==> src/rtl/vga_cam_pkg.sv <==
// Shared constants and types for the camera-overlay AHB write path.
// Holds AHB encodings, frame defaults, the FIFO entry layout and the error FSM states.
package vga_cam_pkg;

  localparam logic [1:0]  HTRANS_IDLE    = 2'b00;
  localparam logic [1:0]  HTRANS_NONSEQ  = 2'b10;
  localparam logic [2:0]  HSIZE_WORD     = 3'b010;
  localparam logic [2:0]  HBURST_SINGLE  = 3'b000;

  localparam int          CAM_PIX_DEF    = 4096;
  localparam logic [31:0] CAM_BASE_DEF   = 32'h4001_C000;
  localparam int          FIFO_DEPTH_DEF = 8;

  typedef struct packed {
    logic sof;
    logic pix;
  } pix_entry_t;

  typedef enum logic {
    ERR_OK,
    ERR_ERR2
  } err_state_t;

endpackage

==> src/rtl/cam_pix_fifo.sv <==
// Show-ahead synchronous FIFO of binarized pixels ({sof, pix} per entry).
// A push into a full FIFO is accepted when a pop happens in the same cycle.
module cam_pix_fifo
  import vga_cam_pkg::*;
#(
  parameter int DEPTH = FIFO_DEPTH_DEF
) (
  input  logic                     HCLK,
  input  logic                     HRESET,
  input  logic                     push,
  input  pix_entry_t               push_data,
  input  logic                     pop,
  output pix_entry_t               head,
  output logic                     full,
  output logic                     empty,
  output logic [$clog2(DEPTH):0]   count
);

  localparam int AW = $clog2(DEPTH);

  pix_entry_t     mem [DEPTH];
  logic [AW-1:0]  wr_ptr;
  logic [AW-1:0]  rd_ptr;
  logic           do_push;
  logic           do_pop;

  assign full    = (count == (AW+1)'(DEPTH));
  assign empty   = (count == '0);
  assign do_pop  = pop && !empty;
  assign do_push = push && (!full || do_pop);
  assign head    = mem[rd_ptr];

  // NOTE: state registers use non-blocking assignments so every flop samples pre-edge values.
  always_ff @(posedge HCLK or posedge HRESET) begin
    if (HRESET) begin
      wr_ptr <= '0;
      rd_ptr <= '0;
      count  <= '0;
    end else begin
      if (do_push) wr_ptr <= wr_ptr + 1'b1;
      if (do_pop)  rd_ptr <= rd_ptr + 1'b1;
      case ({do_push, do_pop})
        2'b10:   count <= count + 1'b1;
        2'b01:   count <= count - 1'b1;
        default: count <= count;
      endcase
    end
  end

  // NOTE: the storage array has no reset; pointers and count alone decide which entries are valid.
  always_ff @(posedge HCLK) begin
    if (do_push) mem[wr_ptr] <= push_data;
  end

endmodule

==> src/rtl/vga_cam_ahb_writer.sv <==
// AHB-Lite write initiator: binarizes camera pixels, buffers them and writes one word per pixel.
// Address/data phase registers, frame index counter and a two-state ERROR response handler.
module vga_cam_ahb_writer
  import vga_cam_pkg::*;
#(
  parameter logic [31:0] BASE_ADDR  = CAM_BASE_DEF,
  parameter int          CAM_PIX    = CAM_PIX_DEF,
  parameter int          FIFO_DEPTH = FIFO_DEPTH_DEF
) (
  input  logic        HCLK,
  input  logic        HRESET,
  input  logic        enable,
  input  logic [7:0]  threshold,
  input  logic        pix_valid,
  input  logic [7:0]  pix_data,
  input  logic        pix_sof,
  output logic        pix_ready,
  output logic [1:0]  HTRANS,
  output logic [31:0] HADDR,
  output logic        HWRITE,
  output logic [2:0]  HSIZE,
  output logic [2:0]  HBURST,
  output logic [31:0] HWDATA,
  input  logic        HREADY,
  input  logic        HRESP,
  output logic        frame_done,
  output logic        bus_err,
  output logic        busy
);

  localparam int             IW       = $clog2(CAM_PIX);
  localparam logic [IW-1:0]  IDX_LAST = IW'(CAM_PIX - 1);

  pix_entry_t                   fifo_head;
  logic                         fifo_full;
  logic                         fifo_empty;
  logic [$clog2(FIFO_DEPTH):0]  fifo_count;
  logic                         fifo_push;

  err_state_t     err_state, err_next;
  logic           err_start;
  logic           launch;
  logic           launch_fifo;
  logic [IW-1:0]  launch_idx;

  logic           ap_valid, ap_hold, ap_pix;
  logic [IW-1:0]  ap_idx;
  logic           dp_valid, dp_pix;
  logic [IW-1:0]  dp_idx;
  logic [IW-1:0]  nxt_idx;

  assign pix_ready = !fifo_full;
  assign fifo_push = pix_valid && pix_ready;

  cam_pix_fifo #(.DEPTH(FIFO_DEPTH)) u_fifo (
    .HCLK      (HCLK),
    .HRESET    (HRESET),
    .push      (fifo_push),
    .push_data ('{sof: pix_sof, pix: (pix_data >= threshold)}),
    .pop       (launch_fifo),
    .head      (fifo_head),
    .full      (fifo_full),
    .empty     (fifo_empty),
    .count     (fifo_count)
  );

  always_ff @(posedge HCLK or posedge HRESET) begin
    if (HRESET) err_state <= ERR_OK;
    else        err_state <= err_next;
  end

  // NOTE: every always_comb output gets a default first so no path can infer a latch.
  always_comb begin
    err_next    = err_state;
    err_start   = 1'b0;
    case (err_state)
      ERR_OK:   if (dp_valid && HRESP && !HREADY) begin
                  err_start = 1'b1;
                  err_next  = ERR_ERR2;
                end
      ERR_ERR2: if (HREADY) err_next = ERR_OK;
      default:  err_next = ERR_OK;
    endcase
    // A cancelled address phase is relaunched from ap_hold ahead of the FIFO.
    launch      = enable && (ap_hold || !fifo_empty) && (!ap_valid || HREADY) && !err_start;
    launch_fifo = launch && !ap_hold;
  end

  assign launch_idx = fifo_head.sof ? '0 : nxt_idx;

  always_ff @(posedge HCLK or posedge HRESET) begin
    if (HRESET) begin
      ap_valid   <= 1'b0;
      ap_hold    <= 1'b0;
      ap_idx     <= '0;
      ap_pix     <= 1'b0;
      dp_valid   <= 1'b0;
      dp_idx     <= '0;
      dp_pix     <= 1'b0;
      nxt_idx    <= '0;
      frame_done <= 1'b0;
      bus_err    <= 1'b0;
    end else begin
      if (err_start) begin
        ap_valid <= 1'b0;
        ap_hold  <= ap_valid || ap_hold;
      end else if (launch) begin
        ap_valid <= 1'b1;
        ap_hold  <= 1'b0;
        if (launch_fifo) begin
          ap_idx  <= launch_idx;
          ap_pix  <= fifo_head.pix;
          nxt_idx <= (launch_idx == IDX_LAST) ? '0 : launch_idx + 1'b1;
        end
      end else if (HREADY) begin
        ap_valid <= 1'b0;
      end

      if (HREADY) begin
        dp_valid <= ap_valid;
        if (ap_valid) begin
          dp_idx <= ap_idx;
          dp_pix <= ap_pix;
        end
      end

      // An errored data phase retires in ERR2 and never reports the frame end.
      frame_done <= dp_valid && HREADY && (err_state == ERR_OK) && (dp_idx == IDX_LAST);
      bus_err    <= bus_err || err_start;
    end
  end

  assign HTRANS = ap_valid ? HTRANS_NONSEQ : HTRANS_IDLE;
  assign HWRITE = ap_valid;
  assign HADDR  = BASE_ADDR + {{(30-IW){1'b0}}, ap_idx, 2'b00};
  assign HSIZE  = HSIZE_WORD;
  assign HBURST = HBURST_SINGLE;
  assign HWDATA = {31'b0, dp_pix};
  assign busy   = (fifo_count != '0) || ap_valid || ap_hold || dp_valid;

endmodule

==> config.mk <==
export PLATFORM = sky130hd
export DESIGN_NAME = vga_cam_ahb_writer
export DESIGN_NICKNAME = d
export VERILOG_FILES = /design/src/rtl/vga_cam_pkg.sv /design/src/rtl/cam_pix_fifo.sv /design/src/rtl/vga_cam_ahb_writer.sv
export SDC_FILE = /design/constraint.sdc
export NUM_CORES = 1
export LEC_CHECK = 0
export CAP_MARGIN = 25
export CORE_AREA = 4 4 98 100
export DETAILED_ROUTE_END_ITERATION = 10
export DIE_AREA = 0 0 102 104
export MAX_ROUTING_LAYER = met4
export PLACE_DENSITY = 0.85
export SKIP_LAST_GASP = 1
export SLEW_MARGIN = 20
export SYNTH_ARGS = -nofsm -noshare
export SYNTH_HDL_FRONTEND = slang
export SYNTH_SLANG_ARGS = --single-unit
export TNS_END_PERCENT = 10
==> constraint.sdc <==
create_clock -name HCLK -period 3.1 [get_ports HCLK]
set_input_delay 0.465 -clock HCLK [delete_from_list [all_inputs] [get_ports HCLK]]
set_output_delay 0.465 -clock HCLK [all_outputs]
set_load 0.02 [all_outputs]
# Word-level counts from Yosys, hierarchy flattened
# Memories as Yosys holds them, arrays and structs flattened.
# Cells that the tools add are included.
[classes]
addsub = 6
magnitude_cmp = 1
n_eq_ne = 5
n_mux = 15
bitwise_logic = 2
n_reduce_logical = 33
[op_table]
columns = ["cell", "n"]
rows = [
  ["31-bit by 14-bit adder with 32-bit output, first input constant", 1],
  ["12-bit == test, second input constant", 2],
  ["12-bit 2-to-1 mux", 2],
  ["12-bit by 1-bit adder with 12-bit output, second input constant", 1],
  ["1-bit logical AND", 12],
  ["1-bit 2-to-1 mux", 10],
  ["8-bit >= comparator", 1],
  ["1-bit logical OR", 8],
  ["4-bit one-hot mux with 2 select lines", 1],
  ["3-bit by 1-bit adder with 3-bit output, second input constant", 2],
  ["1-bit logical NOT", 6],
  ["4-bit by 1-bit adder with 4-bit output, second input constant", 1],
  ["4-bit == test, second input constant", 1],
  ["4-bit logical NOT", 1],
  ["2-bit nonzero test", 2],
  ["4-bit nonzero test", 1],
  ["4-bit by 1-bit subtractor with 4-bit output, second input constant", 1],
  ["3-bit AND reduction", 1],
  ["3-bit nonzero test", 1],
  ["2-bit by 1-bit == test with 1-bit output, second input constant", 1],
  ["2-bit == test, second input constant", 1],
  ["2-bit 2-to-1 mux", 1],
  ["1-bit inverter", 2],
  ["1-bit one-hot mux with 2 select lines", 1],
  ["2-bit AND reduction", 1],
]
[word_totals]
register_bits = 54
mem_bits_rw = 16
output_inout_bits = 77
word_cells = 77
memories = 1
[memory_table]
columns = ["memory", "words", "width", "rd", "rd_ports_with_merged_regs", "write_ports", "line_no", "rtl"]
rows = [
  ["u_fifo.mem", 8, 2, 1, 0, 1, "cam_pix_fifo.sv:21", "pix_entry_t mem [DEPTH];"],
]

# Logic depth before layout (Yosys ltp)
[logic_depth]
word_depth = 12
mapped_depth = 12
depth_no_buf = 10

# Hierarchy
# From an unflattened synthesis, not the netlist that was laid out.
[hier_totals]
cells_unflattened = 379
area_unflattened_um2 = 3962.6
[modules_own_cells]
columns = ["module", "n_inst", "cells_per_inst", "area_per_inst_um2", "seq_area_each_um2"]
rows = [
  ["vga_cam_ahb_writer", 1, 284, 2682.6, 1101.1],
  ["cam_pix_fifo", 1, 95, 1280.0, 730.7],
]

# Least setup slack after synthesis
# OpenSTA, ideal clock, no wires.
[synth_timing]
path_type = "flip-flop to flip-flop"
startpoint = "register u_fifo.rd_ptr[1]"
endpoint = "register nxt_idx[7]"
setup_time_ns = 0.121
arrival_time_ns = 2.940
setup_slack_ns = 0.039
path_stages_with_launch = 11
path_buffers = 1
synth_period_minus_slack_ns = 3.061
cell_sequence = "dfrtp_1 mux4_1 mux2_2 clkbuf_1 nor2_1 ha_1 nand3_1 nor2_1 a41oi_1 and2_1 a22o_1"
[synth_between]
elab_chain_cells = 4
[synth_lines]
columns = ["item", "line_no", "rtl"]
rows = [
  ["from (decl)", "cam_pix_fifo.sv:23", "logic [AW-1:0] rd_ptr;"],
  ["from (signal assigned)", "cam_pix_fifo.sv:41", "if (do_pop) rd_ptr <= rd_ptr + 1'b1;"],
  ["memory read 8 x 2 bit *", "--", ""],
  ["12-bit 2-to-1 mux *", "vga_cam_ahb_writer.sv:89", "assign launch_idx = fifo_head.sof ? '0 : nxt_idx;"],
  ["net launch_idx[0]", "vga_cam_ahb_writer.sv:44", "logic [IW-1:0] launch_idx;"],
  ["12-bit by 1-bit adder with 12-bit output / 12-bit == test (equally long branches)", "vga_cam_ahb_writer.sv:113", "nxt_idx <= (launch_idx == IDX_LAST) ? '0 : launch_idx + 1'b1;"],
  ["12-bit 2-to-1 mux *", "vga_cam_ahb_writer.sv:113", ""],
  ["to (signal assigned)", "vga_cam_ahb_writer.sv:113", ""],
  ["to (decl)", "vga_cam_ahb_writer.sv:50", "logic [IW-1:0] nxt_idx;"],
]
# Mark *: on every way through the listed nets, which the timed path passes. The rest lies on a longest branch.
# A chain may end at the register's enable or synchronous reset.

# Worst setup path after layout
[layout_timing]
startpoint = "register u_fifo.rd_ptr[1]"
endpoint = "register nxt_idx[3]"
# Same word-level chain as after synthesis.

==> out/metrics.yaml <==
outcome:
  status: "finished, final reports clean"
grt:
  grt_util_met1_pct: 15.17
  grt_most_used_layer: "met2"
  largest_net_degree_at_the_start_of_global_routing: 55
  met3_usage_pct: 4.963
  grt_first_pass_wirelength_um: 11520
  grt_antenna_before_repair: 0
  grt_use_total_pct: 14.01
  grt_overflow_total: 0
  grt_use_met2_pct: 23.68
  first_global_vias: 2546
placed_design:
  replace_congestion: 0.8225
  place.port_buffers: 41
  dpl.hpwl_um: 5147
  pre_cts_slack_ns: 0.2474
synthesis:
  synth_ff_type: "dfrtp_1"
  edff_count_synth: 16
  asr_flop_ratio_synth_pct: 77.14
  synth_seq_cells: 70
  syn-mean-instance-area_sq_um: 10.64
  post_synthesis_cell_area_sq_um: 3777
  yosysUniqueCellTypes: 51
  synthCells: 355
  ys.warnings.count: 0
  synth_sequential_area_ratio_pct: 48.49
pwr:
  power.leakage_nw: 1.908
  power-per-cell-area_nw_per_um2: 749.6
  power.ir.vdd_worst_v: 0.0002896
sta:
  tightest_slew_ns: 0.7071
  finalClockSkew_ns: 0.007573
  final_min_period_over_clock_period_pct: 94.02
  setup_tns_ns: 0
  post-route-min-period_ns: 2.915
  postLayoutSetupSlackWorst_ns: 0.1852
  rsz0062_at_grt: "false"
  max_clock_freq_mhz: 343.1
  timing.slew.headroom_pct: 52.43
  slew_viol_final: 0
  finalHoldViolCount: 0
  finalSetupViolations: 0
  whs_ns: 0.4711
critical_path:
  max_stage_delay_ns: 0.58
  startpoint_type_of_the_worst_setup_path: "register"
  class_of_the_most_critical_setup_path: "register to register"
  worstPathRequired_ns: 3.34
  critical_path.max_fanout: 6
  worstPathArrival_ns: 3.16
  crit_path_top_delay_cell: "mux4_1"
  timing.critical_path.mode_cell: "nor2_1"
  cp-end-kind: "register"
  cell_chain_of_the_critical_path: "mux4_1 -> mux2_2 -> nor2_1 -> ha_1 -> nand3_1 -> nor2_1 -> a41oi_1 -> a21o_1 -> a22o_1"
  path_buf_inv: 0
  path_delay_family: "multiplexers"
layout:
  synthToLayoutAreaGrowth_pct: 13.55
  drive_gt1_share_pct: 10.72
  final-seq-area_sq_um: 1832
  fill_cells: 821
  layout.cells.most_common_list: "conb_1, dfrtp_1, nand2_1, clkdlybuf4s50_1, o21ai_0"
  fin_nets: 433
  final_common_cell: "conb_1"
  multi_input_comb_area_sq_um: 1595
  diodes: 0
cts:
  cts_tree: "built"
  cts_setup_buffers: 0
  clk_path_buf_depth: 2
  worstSkewPairLatency_ns: 0.36
  cts-resized-gates: 0
  cts_num_sinks: 70
  clock_tree.htree_level_count: 3
  cts_root_buffer: "clkbuf_8"
  cts_made_buffers: 9
  cts.reportedPaths.clkPinSlew_ns: 0.07
  cts_hold_repair.buffers: 0
floorplanning:
  effective_utilization_at_floorplan_pct: 43.53
  die_x_um: 102
  core_area_sq_um: 8678
  floorplan.rows: 34
  fp.dieArea_sq_um: 10610
  num_io_pins: 100
  dieHeight_um: 104
flow_run:
  max-cap-violations: 0
drt:
  route.vias.total: 2601
  route.final.wire_length_um: 7072
  drt_drc_violations_left: 0
  detail_route.iter0.violations: 121
  detail_route.vias_per_cell: 5.110
  dr.pass1.iters: 6
  post_drt_wl_per_cell_um: 13.89
  antenna_violating_nets_post_route: 0
hold_path:
  min_path_type: "register to register"
[layer usage]
layer | part of all wire [%] | vias up
li1 | - | 1206
met1 | 39 | 1264
met2 | 51 | 110
met3 | 7.9 | 21
met4 | 1.8 | 0
met5 | 0 | -
[kinds of logic after synthesis]
logic type | after synthesis | synth area share [%]
adders and majority gates | 15 | 4.902
muxes | 24 | 8.479
AOI/OAI and AO/OA | 53 | 8.580
other | 2 | 0.1988
DFF | 70 | 48.49
xor gates and xnor gates | 9 | 2.087
and+or+nand+nor | 93 | 12.42
buffers and inverters | 89 | 14.84
[Yosys cell counts (4+ instances only)]
cell | number | area, sq um
a21oi_1 | 9 | 45.04
buf_4 | 60 | 450.4
clkbuf_1 | 8 | 30.03
dfrtp_1 | 54 | 1351
edfxtp_1 | 16 | 480.5
ha_1 | 14 | 175.2
inv_1 | 17 | 63.81
mux2_2 | 18 | 202.7
nand2_1 | 41 | 153.9
nand3_1 | 8 | 40.04
nand4_1 | 5 | 31.28
nor2_1 | 10 | 37.54
nor3_1 | 4 | 20.02
o21ai_0 | 24 | 120.1
xnor2_1 | 5 | 43.79
xor2_1 | 4 | 35.03
[registers in the layout (all words and copies together), names as in the netlist]
signal / count
bus_err: 1
u_fifo.wr_ptr: 3
err_state: 1
ap_pix: 1
u_fifo.mem: 16
ap_idx: 12
u_fifo.count: 4
ap_hold: 1
frame_done: 1
u_fifo.rd_ptr: 3
nxt_idx: 12
dp_idx: 12
dp_valid: 1
HWRITE: 1
dp_pix: 1
[power breakdown]
part | leakage (nW) | internal (mW) | switching [mW]
sequential | 0.850 | 1.17 | 0.236
clock | 0.110 | 0.473 | 0.328
combinational | 0.948 | 0.466 | 0.548
[layout make-up]
class / count / share of cell area [%]
flip-flops and latches: 70 / 42.71
multi-input cells: 252 / 37.19
repair buffers: 46 / 10.44
clock buffers: 12 / 3.384
well taps: 108 / 3.151
clock inverters: 4 / 1.634
inverters: 17 / 1.488
[final timing paths]
kind / to / cells after the start / slack (ns) / start
worst max-delay path: nxt_idx[3] / 9 / 0.19 / u_fifo.rd_ptr[1]
worst min-delay path: bus_err / 1 / 0.47 / bus_err
worst max register to register: nxt_idx[3] / 9 / 0.19 / u_fifo.rd_ptr[1]
worst min register to register: bus_err / 1 / 0.47 / bus_err
max in group asynchronous: u_fifo.rd_ptr[1] / 3 / 2.03 / HRESET
min in group asynchronous: dp_idx[1] / 3 / 0.61 / HRESET
[metrics by stage]
stage                     instances  area [sq um]  total power, mW  utilization [%]
after floorplan                 411          3988            2.170                -
after global placement          493          4074            2.370            46.94
after detailed placement        493          4074            2.426            46.94
after CTS                       509          4289            3.245            49.42
after global routing            509          4289            3.427            49.42
final                           509          4289            3.215            49.42
[worst register-to-register path, stage by stage (launching register included)]
cell	delay, ns
dfrtp_1	0.46
mux4_1	0.59
mux2_2	0.30
nor2_1	0.15
ha_1	0.24
nand3_1	0.16
nor2_1	0.19
a41oi_1	0.25
a21o_1	0.25
a22o_1	0.24
(Power assumes the default switching activity.)
